<file path="config.mk">
export PLATFORM = sky130hd
export DESIGN_NAME = tdm_demux4
export DESIGN_NICKNAME = d
export VERILOG_FILES = /design/src/rtl/tdm_pkg.sv /design/src/rtl/tdm_slot_ctr.sv /design/src/rtl/tdm_demux4.sv
export SDC_FILE = /design/constraint.sdc
export NUM_CORES = 1
export LEC_CHECK = 0
export CORE_AREA = 2 2 75 77
export CTS_BUF_LIST = sky130_fd_sc_hd__clkbuf_8
export CTS_CLUSTER_DIAMETER = 80
export DETAILED_ROUTE_END_ITERATION = 8
export DIE_AREA = 0 0 77 79
export HOLD_SLACK_MARGIN = 0.1
export PLACE_DENSITY = 0.79
export SLEW_MARGIN = 20
export SYNTH_ARGS = -nofsm -noshare
export SYNTH_HDL_FRONTEND = slang
export SYNTH_HIERARCHICAL = 1
export SYNTH_SLANG_ARGS = --single-unit
</file>
<file path="constraint.sdc">
create_clock -name clk -period 1.3 [get_ports clk]
set_input_delay 0.195 -clock clk [delete_from_list [all_inputs] [get_ports clk]]
set_output_delay 0.195 -clock clk [all_outputs]
set_load 0.02 [all_outputs]
</file>
<file path="src/rtl/tdm_pkg.sv">
// Shared types and constants for the 4-slot TDM channel path (demux and mux).
// Latency: n/a (declarations only).
// Backpressure: n/a (declarations only).
package tdm_pkg;

    localparam int NUM_SLOTS = 4;
    localparam int SLOT_W    = 2;

    typedef enum logic {
        HUNT = 1'b0,
        LOCK = 1'b1
    } state_t;

    typedef logic [SLOT_W-1:0] slot_t;

    // Slot whose acceptance completes a frame
    localparam slot_t LAST_SLOT = slot_t'(NUM_SLOTS - 1);

endpackage

</file>
<file path="src/rtl/tdm_slot_ctr.sv">
// Wrapping slot counter: clear to 0, load to 1 on a frame start, else advance mod 4.
// Latency: new slot value visible the cycle after the control input.
// Backpressure: none; the caller only asserts inc on accepted samples.
module tdm_slot_ctr
    import tdm_pkg::*;
(
    input  logic  clk,
    input  logic  rst_n,
    input  logic  clr,
    input  logic  load1,
    input  logic  inc,
    output slot_t slot
);

    // Priority: clear beats load, load beats increment; natural wrap from 3 to 0
    always_ff @(posedge clk or negedge rst_n) begin
        if (!rst_n) begin
            slot <= '0;
        end else if (clr) begin
            slot <= '0;
        end else if (load1) begin
            slot <= slot_t'(1);
        end else if (inc) begin
            slot <= slot + slot_t'(1);
        end
    end

endmodule

</file>
<file path="src/rtl/tdm_demux4.sv">
// Four-channel TDM demultiplexer: rebuilds ch0..ch3 words from a slot-interleaved stream.
// Latency: frame word and out_valid appear on the edge accepting the slot-3 sample.
// Backpressure: none; accepts one sample per cycle, in_valid gaps allowed. Optional
// strict framing check with TDM_DEMUX_SYNC_CHECK_EN.
module tdm_demux4
    import tdm_pkg::*;
#(
    parameter int WIDTH = 8
) (
    input  logic                         clk,
    input  logic                         rst_n,
    input  logic [WIDTH-1:0]             in_data,
    input  logic                         in_valid,
    input  logic                         in_sof,
    output logic [NUM_SLOTS*WIDTH-1:0]   out_data,
    output logic                         out_valid,
    output logic [SLOT_W-1:0]            out_slot,
    output logic                         locked,
    output logic                         sync_err
);

    state_t         state;
    state_t         state_nxt;
    slot_t          slot;

    logic           sh_wr;
    slot_t          sh_idx;
    logic           emit;
    logic           ctr_clr;
    logic           ctr_load1;
    logic           ctr_inc;
`ifdef TDM_DEMUX_SYNC_CHECK_EN
    logic           sof_misalign;
    logic           missing_sof;
`endif

    // Slots 0..2 are parked here; slot 3 goes straight from in_data to out_data
    logic [WIDTH-1:0] shadow [0:NUM_SLOTS-2];

    tdm_slot_ctr u_slot_ctr (
        .clk   (clk),
        .rst_n (rst_n),
        .clr   (ctr_clr),
        .load1 (ctr_load1),
        .inc   (ctr_inc),
        .slot  (slot)
    );

    // FSM state register
    always_ff @(posedge clk or negedge rst_n) begin
        if (!rst_n) begin
            state <= HUNT;
        end else begin
            state <= state_nxt;
        end
    end

    // Next state: HUNT waits for a marked sample; LOCK only falls back on a missing marker
    always_comb begin
        state_nxt = state;
        case (state)
            HUNT: begin
                if (in_valid && in_sof) begin
                    state_nxt = LOCK;
                end
            end
            default: begin
`ifdef TDM_DEMUX_SYNC_CHECK_EN
                if (missing_sof) begin
                    state_nxt = HUNT;
                end
`endif
            end
        endcase
    end

    // Per-sample datapath control decoded from state, slot and the input flags
    always_comb begin
        sh_wr     = 1'b0;
        sh_idx    = slot;
        emit      = 1'b0;
        ctr_clr   = 1'b0;
        ctr_load1 = 1'b0;
        ctr_inc   = 1'b0;
`ifdef TDM_DEMUX_SYNC_CHECK_EN
        sof_misalign = 1'b0;
        missing_sof  = 1'b0;
`endif
        if (in_valid) begin
            if (in_sof) begin
                // Any marked sample restarts the frame at slot 0; a partial frame is dropped
                sh_wr     = 1'b1;
                sh_idx    = '0;
                ctr_load1 = 1'b1;
`ifdef TDM_DEMUX_SYNC_CHECK_EN
                sof_misalign = (state == LOCK) && (slot != '0);
`endif
            end else if (state == LOCK) begin
`ifdef TDM_DEMUX_SYNC_CHECK_EN
                if (slot == '0) begin
                    missing_sof = 1'b1;
                    ctr_clr     = 1'b1;
                end else
`endif
                if (slot == LAST_SLOT) begin
                    emit    = 1'b1;
                    ctr_inc = 1'b1;
                end else begin
                    sh_wr   = 1'b1;
                    ctr_inc = 1'b1;
                end
            end
        end
    end

    // Shadow capture of slots 0..2
    always_ff @(posedge clk or negedge rst_n) begin
        if (!rst_n) begin
            for (int i = 0; i < NUM_SLOTS - 1; i++) begin
                shadow[i] <= '0;
            end
        end else begin
            for (int i = 0; i < NUM_SLOTS - 1; i++) begin
                if (sh_wr && (sh_idx == slot_t'(i))) begin
                    shadow[i] <= in_data;
                end
            end
        end
    end

    // Frame output register: whole word updated at once, held until the next frame
    always_ff @(posedge clk or negedge rst_n) begin
        if (!rst_n) begin
            out_data  <= '0;
            out_valid <= 1'b0;
        end else begin
            out_valid <= emit;
            if (emit) begin
                out_data <= {in_data, shadow[2], shadow[1], shadow[0]};
            end
        end
    end

`ifdef TDM_DEMUX_SYNC_CHECK_EN
    // One-cycle framing error pulse
    always_ff @(posedge clk or negedge rst_n) begin
        if (!rst_n) begin
            sync_err <= 1'b0;
        end else begin
            sync_err <= sof_misalign | missing_sof;
        end
    end
`else
    assign sync_err = 1'b0;
`endif

    assign out_slot = slot;
    assign locked   = (state == LOCK);

endmodule

</file>
==> results of run 1 <==
## routing by layer
layer / part of all wire / vias to the layer above
met4: 0.013 / 0
met2: 0.50 / 34
met3: 0.045 / 7
met5: 0 / -
met1: 0.44 / 700
li1: - / 616
## area by class of cell
type | instances | area, µm²
Timing Repair Buffer | 60 | 584
Clock inverter | 6 | 78.8
Tap cell | 72 | 90.1
Sequential cell | 60 | 1510
Inverter | 2 | 7.51
Clock buffer | 10 | 138
Multi-Input combinational cell | 72 | 977
Fill cell | 429 | 1960
## cell usage in the layout (no fill, tap or decap), types with 4 or more instances in the layout
cell              n
dlygate4sd2_1    34
buf_12            4
dfrtp_1          57
buf_4             6
buf_2             4
clkbuf_8         10
clkdlybuf4s50_1   8
mux2_4           53
## what timing repair did
action / in CTS / in global routing
setup endpoints to repair: 92 / 57
gates resized for setup: 60 / 12
pin swaps: 1 / 1
gates cloned: 1 / 0
setup buffers: 2 / 1
hold buffers: 1 / 0
endpoints found under the hold margin: 60 / 0
## power by group
group          switching (W)  internal (W)  leakage (nW)
sequential          0.000157       0.00210         0.787
clock               0.000734       0.00111         0.117
combinational       0.000272      0.000431         0.958
total                0.00116       0.00364          1.86
## cells in the mapped netlist
master,n,area share
and2_1,1,0.0026
buf_6,4,0.018
xnor2_1,1,0.0036
inv_1,2,0.0031
nand3_4,1,0.0072
mux2_4,29,0.18
conb_1,1,0.0015
a31oi_4,1,0.0087
nor2_1,1,0.0015
mux2_2,27,0.12
a211oi_2,1,0.0051
a21bo_1,1,0.0041
buf_4,2,0.0061
a21oi_1,1,0.0020
nand3b_1,1,0.0031
dfrtp_1,60,0.62
and3b_1,2,0.0072
or2_2,1,0.0026
and3b_4,1,0.0051
## sequential cells by signal, indices dropped and copies added (netlist names)
signal and flops:
u_slot_ctr/slot 2, shadow 24, locked 1, out_valid 1
out_data 32
## through the flow
| step | utilization | area, µm² | hold WS (ps) | std cells | setup TNS, ps |
|---|---|---|---|---|---|
| 3_5_place_dp | 0.581 | 3100 | 231 | 263 | -24270 |
| 4_1_cts | 0.630 | 3360 | 401 | 282 | -3530 |
| 3_3_place_gp | 0.581 | 3100 | 212 | 263 | -20600 |
| 2_1_floorplan | - | 2490 | -101 | 140 | -5050 |
| 5_1_grt | 0.633 | 3380 | 436 | 282 | -5620 |
| 6_report | 0.633 | 3380 | 403 | 282 | -3630 |
## cells by family after synthesis
family,after synthesis,share of synthesized area
buf+inv,8,0.0277
simple gates,8,0.0292
compound gates,4,0.0200
other cells,1,0.00154
xor+xnor,1,0.00359
mux,56,0.303
flops,60,0.615
## worst reg2reg max path: cells and delay by family, from the launching register on
family / cells / cell delay [ps]
and+or+nand+nor: 2 / 430
muxes: 1 / 300
DFF: 1 / 400
buffers and inverters: 1 / 140
## worst max-delay path by stage
stage	end	slack (ps)	depth (start not counted)
after floorplan	shadow[10]	-140	4
after global placement	shadow[1]	-430	5
after detailed placement	shadow[10]	-500	5
after CTS	shadow[10]	-100	4
after global routing	shadow[6]	-120	4
final	shadow[1]	-90	4
==> metrics.txt, run 1 <==
status finished with violations; failing checks setup timing; Root Driver clkbuf_8; CP max FO 5; timing startpoint of the critical path locked; total power 0.00480 W; Synth cell types 19; mapped cell area 2440 µm²; Rows 27; GRT Total Usage 0.183; # diodes 0; period utilization 1.07; synth warn 6; CTS tree done; R2R Setup Slk -90 ps; DRT Pass-1 Iters 4; initial drt markers 51; port buffer count 47; slowest stage cell, crit path dfrtp_2; Post-Place Worst Slack -496 ps; CP bufs+invs 1; initial antenna violation count 0; Worst-path clk slew 70 ps; GR Util met2 0.290; grt peak-use layer met2; Final Critical Period 1390 ps; Core Region 5340 µm²; Die Ht 79 µm; setup ws final -89.3 ps; critical path launch point type register; RR Endpoint shadow[1]; post-route ant nets 0; routed vias 1357; CP required 1520 ps; critical path capture point type register; Synth Area per Inst 17.7 µm²; skew final 4.94 ps; Area growth syn-to-layout 38.5%; final hold violations 0; RSZ-0062 raised after global routing true; met1 Track Usage GR 0.232; Clk Latency, worst-skew pair 340 ps; crit-path cells and3b_4, and3b_2, buf_6, mux2_4; Max Clk Rate 0.720 GHz; IO Count 49; reg-to-reg critical path startpoint locked; drt drc 0; Placer Congestion 0.745; Post-Syn Instances 138; Vias/cell 4.81; WL/cell 17.4 µm; layout net count 217; H-tree Lvls 3; grt ovf 0; met3 Usage GRT 0.0523; final setup fails 56; critical path class register to register; peak supply drop 0.962 mV; largest net degree at the start of global routing 61; CP delay by family, top simple AND/OR/NAND/NOR gates; CTS buffer count 9; register area share after synthesis 0.615; Initial Util 0.457; power per standard cell area 1420 nW/µm²; cell depth of the worst flop-to-flop path 4; layout cells sized above 1 0.467; Max stage delay on crit path 400 ps; Post-Route WL 4910 µm; CTS Sinks 60; chip width 77 µm; Hold Crit Class primary input to asynchronous set/reset pin; maxcap violations 0; dpl hpwl 3230 µm; vias in the first global route 1481; Final Max Slew Viols 0; P_leak 1.86 nW; number of synthesized register bits 60; CP arrival 1610 ps; CTS Buffer Depth 2; die footprint 6080 µm²; first-pass GRT wire length 8220 µm
Power figures use the tool's default switching activity.
==> run 2: changes to the inputs <==
--- a/config.mk
+++ b/config.mk
@@ -7,7 +7,7 @@
 export LEC_CHECK = 0
 export CORE_AREA = 2 2 75 77
 export CTS_BUF_LIST = sky130_fd_sc_hd__clkbuf_8
-export CTS_CLUSTER_DIAMETER = 80
+export CTS_CLUSTER_SIZE = 30
 export DETAILED_ROUTE_END_ITERATION = 8
 export DIE_AREA = 0 0 77 79
 export HOLD_SLACK_MARGIN = 0.1
==> results of run 2 <==
The final DEF is identical to that of run 1; final timing and power are the same.
==> run 3: changes to the inputs <==
--- a/config.mk
+++ b/config.mk
@@ -5,13 +5,14 @@
 export SDC_FILE = /design/constraint.sdc
 export NUM_CORES = 1
 export LEC_CHECK = 0
+export ABC_AREA = 1
 export CORE_AREA = 2 2 75 77
 export CTS_BUF_LIST = sky130_fd_sc_hd__clkbuf_8
 export CTS_CLUSTER_SIZE = 30
 export DETAILED_ROUTE_END_ITERATION = 8
 export DIE_AREA = 0 0 77 79
 export HOLD_SLACK_MARGIN = 0.1
-export PLACE_DENSITY = 0.79
+export PLACE_DENSITY = 0.78
 export SLEW_MARGIN = 20
 export SYNTH_ARGS = -nofsm -noshare
 export SYNTH_HDL_FRONTEND = slang
==> constraint.sdc (replaced) <==
create_clock -name clk -period 1.3 [get_ports clk]
set_input_delay 0.195 -clock clk [delete_from_list [all_inputs] [get_ports clk]]
set_output_delay 0.195 -clock clk [all_outputs]
set_load 0.05 [all_outputs]
==> metrics.txt, run 3 <==
port buffer count 47 (unchanged); mapped cell area 2380 µm² (-2.4%); top-count cell post-synth nand2_1; synth warn 6 (unchanged); max reg flops 32 (unchanged); Most used DFF post-synth dfrtp_1; largest reg by FF count out_data; grt peak-use layer met2; RR Endpoint out_data[3]; critical path launch point type register; Reg area 1510 µm² (unchanged); R2R Setup Slk 110 ps (+200 ps); Post-synth EDFFs 0 (unchanged); Die Ht 79 µm (unchanged); cell depth of the worst flop-to-flop path 6 (+2); Max Clk Rate 0.784 GHz (+8.9%); CTS buffer count 9 (unchanged); post-route ant nets 0 (unchanged); layout cells sized above 1 0.226 (-0.241); Clk Latency, worst-skew pair 330 ps (about the same); Clk pwr share 0.312 (-0.073); share of power burned in registers 0.449 (-0.020); Async S/R FF share, synth 1.00 (unchanged); drt drc 0 (unchanged); dpl hpwl 3740 µm (+16%); GRT Total Usage 0.197 (+0.0137); final setup fails 0 (-100%); Int Pwr 0.00366 W (+0.49%); Sw Ratio 0.298 (+0.0561); top flop regs out_data: 32 flops, shadow: 24 flops, u_slot_ctr/slot: 2 flops; CTS Sinks 60 (unchanged); Rows 27 (unchanged); CP max FO 12 (+7); CTS Buffer Depth 2 (unchanged); power per standard cell area 1450 nW/µm² (+1.9%); Placer Congestion 0.801 (+7.4%); chip width 77 µm (unchanged); fillers 415 (-3.3%); H-tree Lvls 3 (unchanged); Core Region 5340 µm² (unchanged); Initial Util 0.447 (-0.0108); critical path capture point type output pin; register area share after synthesis 0.630 (+0.0149); Final Critical Period 1280 ps (-114 ps); Core Util, Final 0.674 (+0.0408); WL/cell 13.3 µm (-24%); initial antenna violation count 0 (unchanged); WHS 402 ps (-1.21 ps); Yosys top cell area share 0.630 (+0.0149); Synth cell types 18 (-1); status complete, no violations; P_leak 1.89 nW (+1.6%); die footprint 6080 µm² (unchanged); routed vias 1968 (+45%); most frequent cells in the layout nand2_1, dfrtp_1, buf_12; area of the multi-input gates 803 µm² (-18%); CTS tree done; Comb power frac 0.239 (+0.093); Root Driver clkbuf_8; Post-Syn Instances 269 (+95%); met1 Track Usage GR 0.239 (+0.00744); maxcap violations 0 (unchanged); peak supply drop 0.938 mV (-2.6%); area leader, netlist dfrtp_1; final hold violations 0 (unchanged); reg-to-reg critical path startpoint locked; GR Util met2 0.311 (+0.0211); Synth area leaders dfrtp_1, nand2_1, nand3_1, nand4_1, buf_6; IO Count 49 (unchanged); Synth Area per Inst 8.86 µm² (-50%); commonest non-fill, non-tap cell in the layout nand2_1; CP required 1110 ps (-410 ps); grt ovf 0 (unchanged); # diodes 0 (unchanged); period utilization 0.981 (-0.0876); largest net degree at the start of global routing 61 (unchanged); Area growth syn-to-layout 51.0%; met3 Usage GRT 0.0580 (+0.00568); Vias/cell 4.81 (about the same); Worst-path clk slew 60 ps (about the same); DRT Pass-1 Iters 4 (unchanged); RSZ-0062 raised after global routing true; initial drt markers 157 (+210%); layout net count 344 (+59%); CP arrival 1080 ps (-530 ps); first-pass GRT wire length 9190 µm (+12%); Synth top cells by count nand2_1, dfrtp_1, nand3_1; number of synthesized register bits 60 (unchanged); Switch Pwr 0.00155 W (+34%); Post-Route WL 5450 µm (+11%); Final Max Slew Viols 0 (unchanged); Sum Neg Setup Slack 0 ps (+3630 ps); vias in the first global route 1981 (+34%); Hold Crit Class primary input to asynchronous set/reset pin; critical path class register to output pin; skew final 7.73 ps (+2.79 ps)
[run 3: critical path, cell delays in order, from the launching register on]
cell,delay [ps]
dfrtp_2,440
buf_8,160
buf_12,150
[run 3: cell type report]
cell class	count	area share
clock buffers	11	0.0421
clock inverters	5	0.0125
inverters	6	0.00695
multi-input cells	194	0.223
flip-flops and latches	60	0.418
well taps	72	0.0250
repair buffers	61	0.272
[run 3: timing repair]
action,4_1_cts,5_1_grt
gates resized for setup,1,5
hold buffers,1,0
hold endpoints to repair,60,0
setup endpoints to repair,1,39
pin swaps,0,0
cloned,0,0
setup buffers,0,1
[run 3: worst max path at each step]
stage	start	depth (start not counted)	slack (ps)	end
after CTS	locked	5	10	shadow[12]
after global placement	in_valid	6	-170	shadow[14]
after detailed placement	in_valid	7	-230	out_data[3]
after floorplan	u_slot_ctr/slot[1]	7	-30	out_data[10]
after global routing	u_slot_ctr/slot[1]	2	-20	out_slot[1]
final	u_slot_ctr/slot[1]	2	20	out_slot[1]
[run 3: cells by family (layout without fill, tap and decap cells)]
logic type,after synthesis,in the layout,synth area share
other,1,3,0.00157
DFF,60,60,0.630
AOI/OAI and AO/OA,2,2,0.00420
and+or+nand+nor,189,189,0.321
buffers and inverters,17,83,0.0436
[run 3: power groups by stage]
| stage | Clock [W] | Sequential, W | Combinational, W |
|---|---|---|---|
| 2_1_floorplan | 0 | 0.00263 | 0.000294 |
| 5_1_grt | 0.00175 | 0.00237 | 0.00133 |
| 6_report | 0.00163 | 0.00234 | 0.00125 |
| 3_5_place_dp | 0 | 0.00237 | 0.00123 |
| 4_1_cts | 0.00165 | 0.00234 | 0.00124 |
| 3_3_place_gp | 0 | 0.00236 | 0.00120 |
[run 3: through the flow]
| stage | setup WS, ps | cell area, µm² | std cells | total power, W |
|---|---|---|---|---|
| floorplan | -33.5 | 2420 | 271 | 0.00293 |
| global placement | -171 | 3360 | 391 | 0.00356 |
| finish | 24.5 | 3600 | 409 | 0.00521 |
| global route | -18.2 | 3600 | 409 | 0.00545 |
| detailed placement | -229 | 3360 | 391 | 0.00360 |
| CTS | 12.3 | 3570 | 408 | 0.00524 |
[run 3: metal layers]
layer	up-vias	wire length (µm)
met3	22	232
met4	0	175
met5	-	0
met2	57	2700
li1	953	-
met1	936	2340
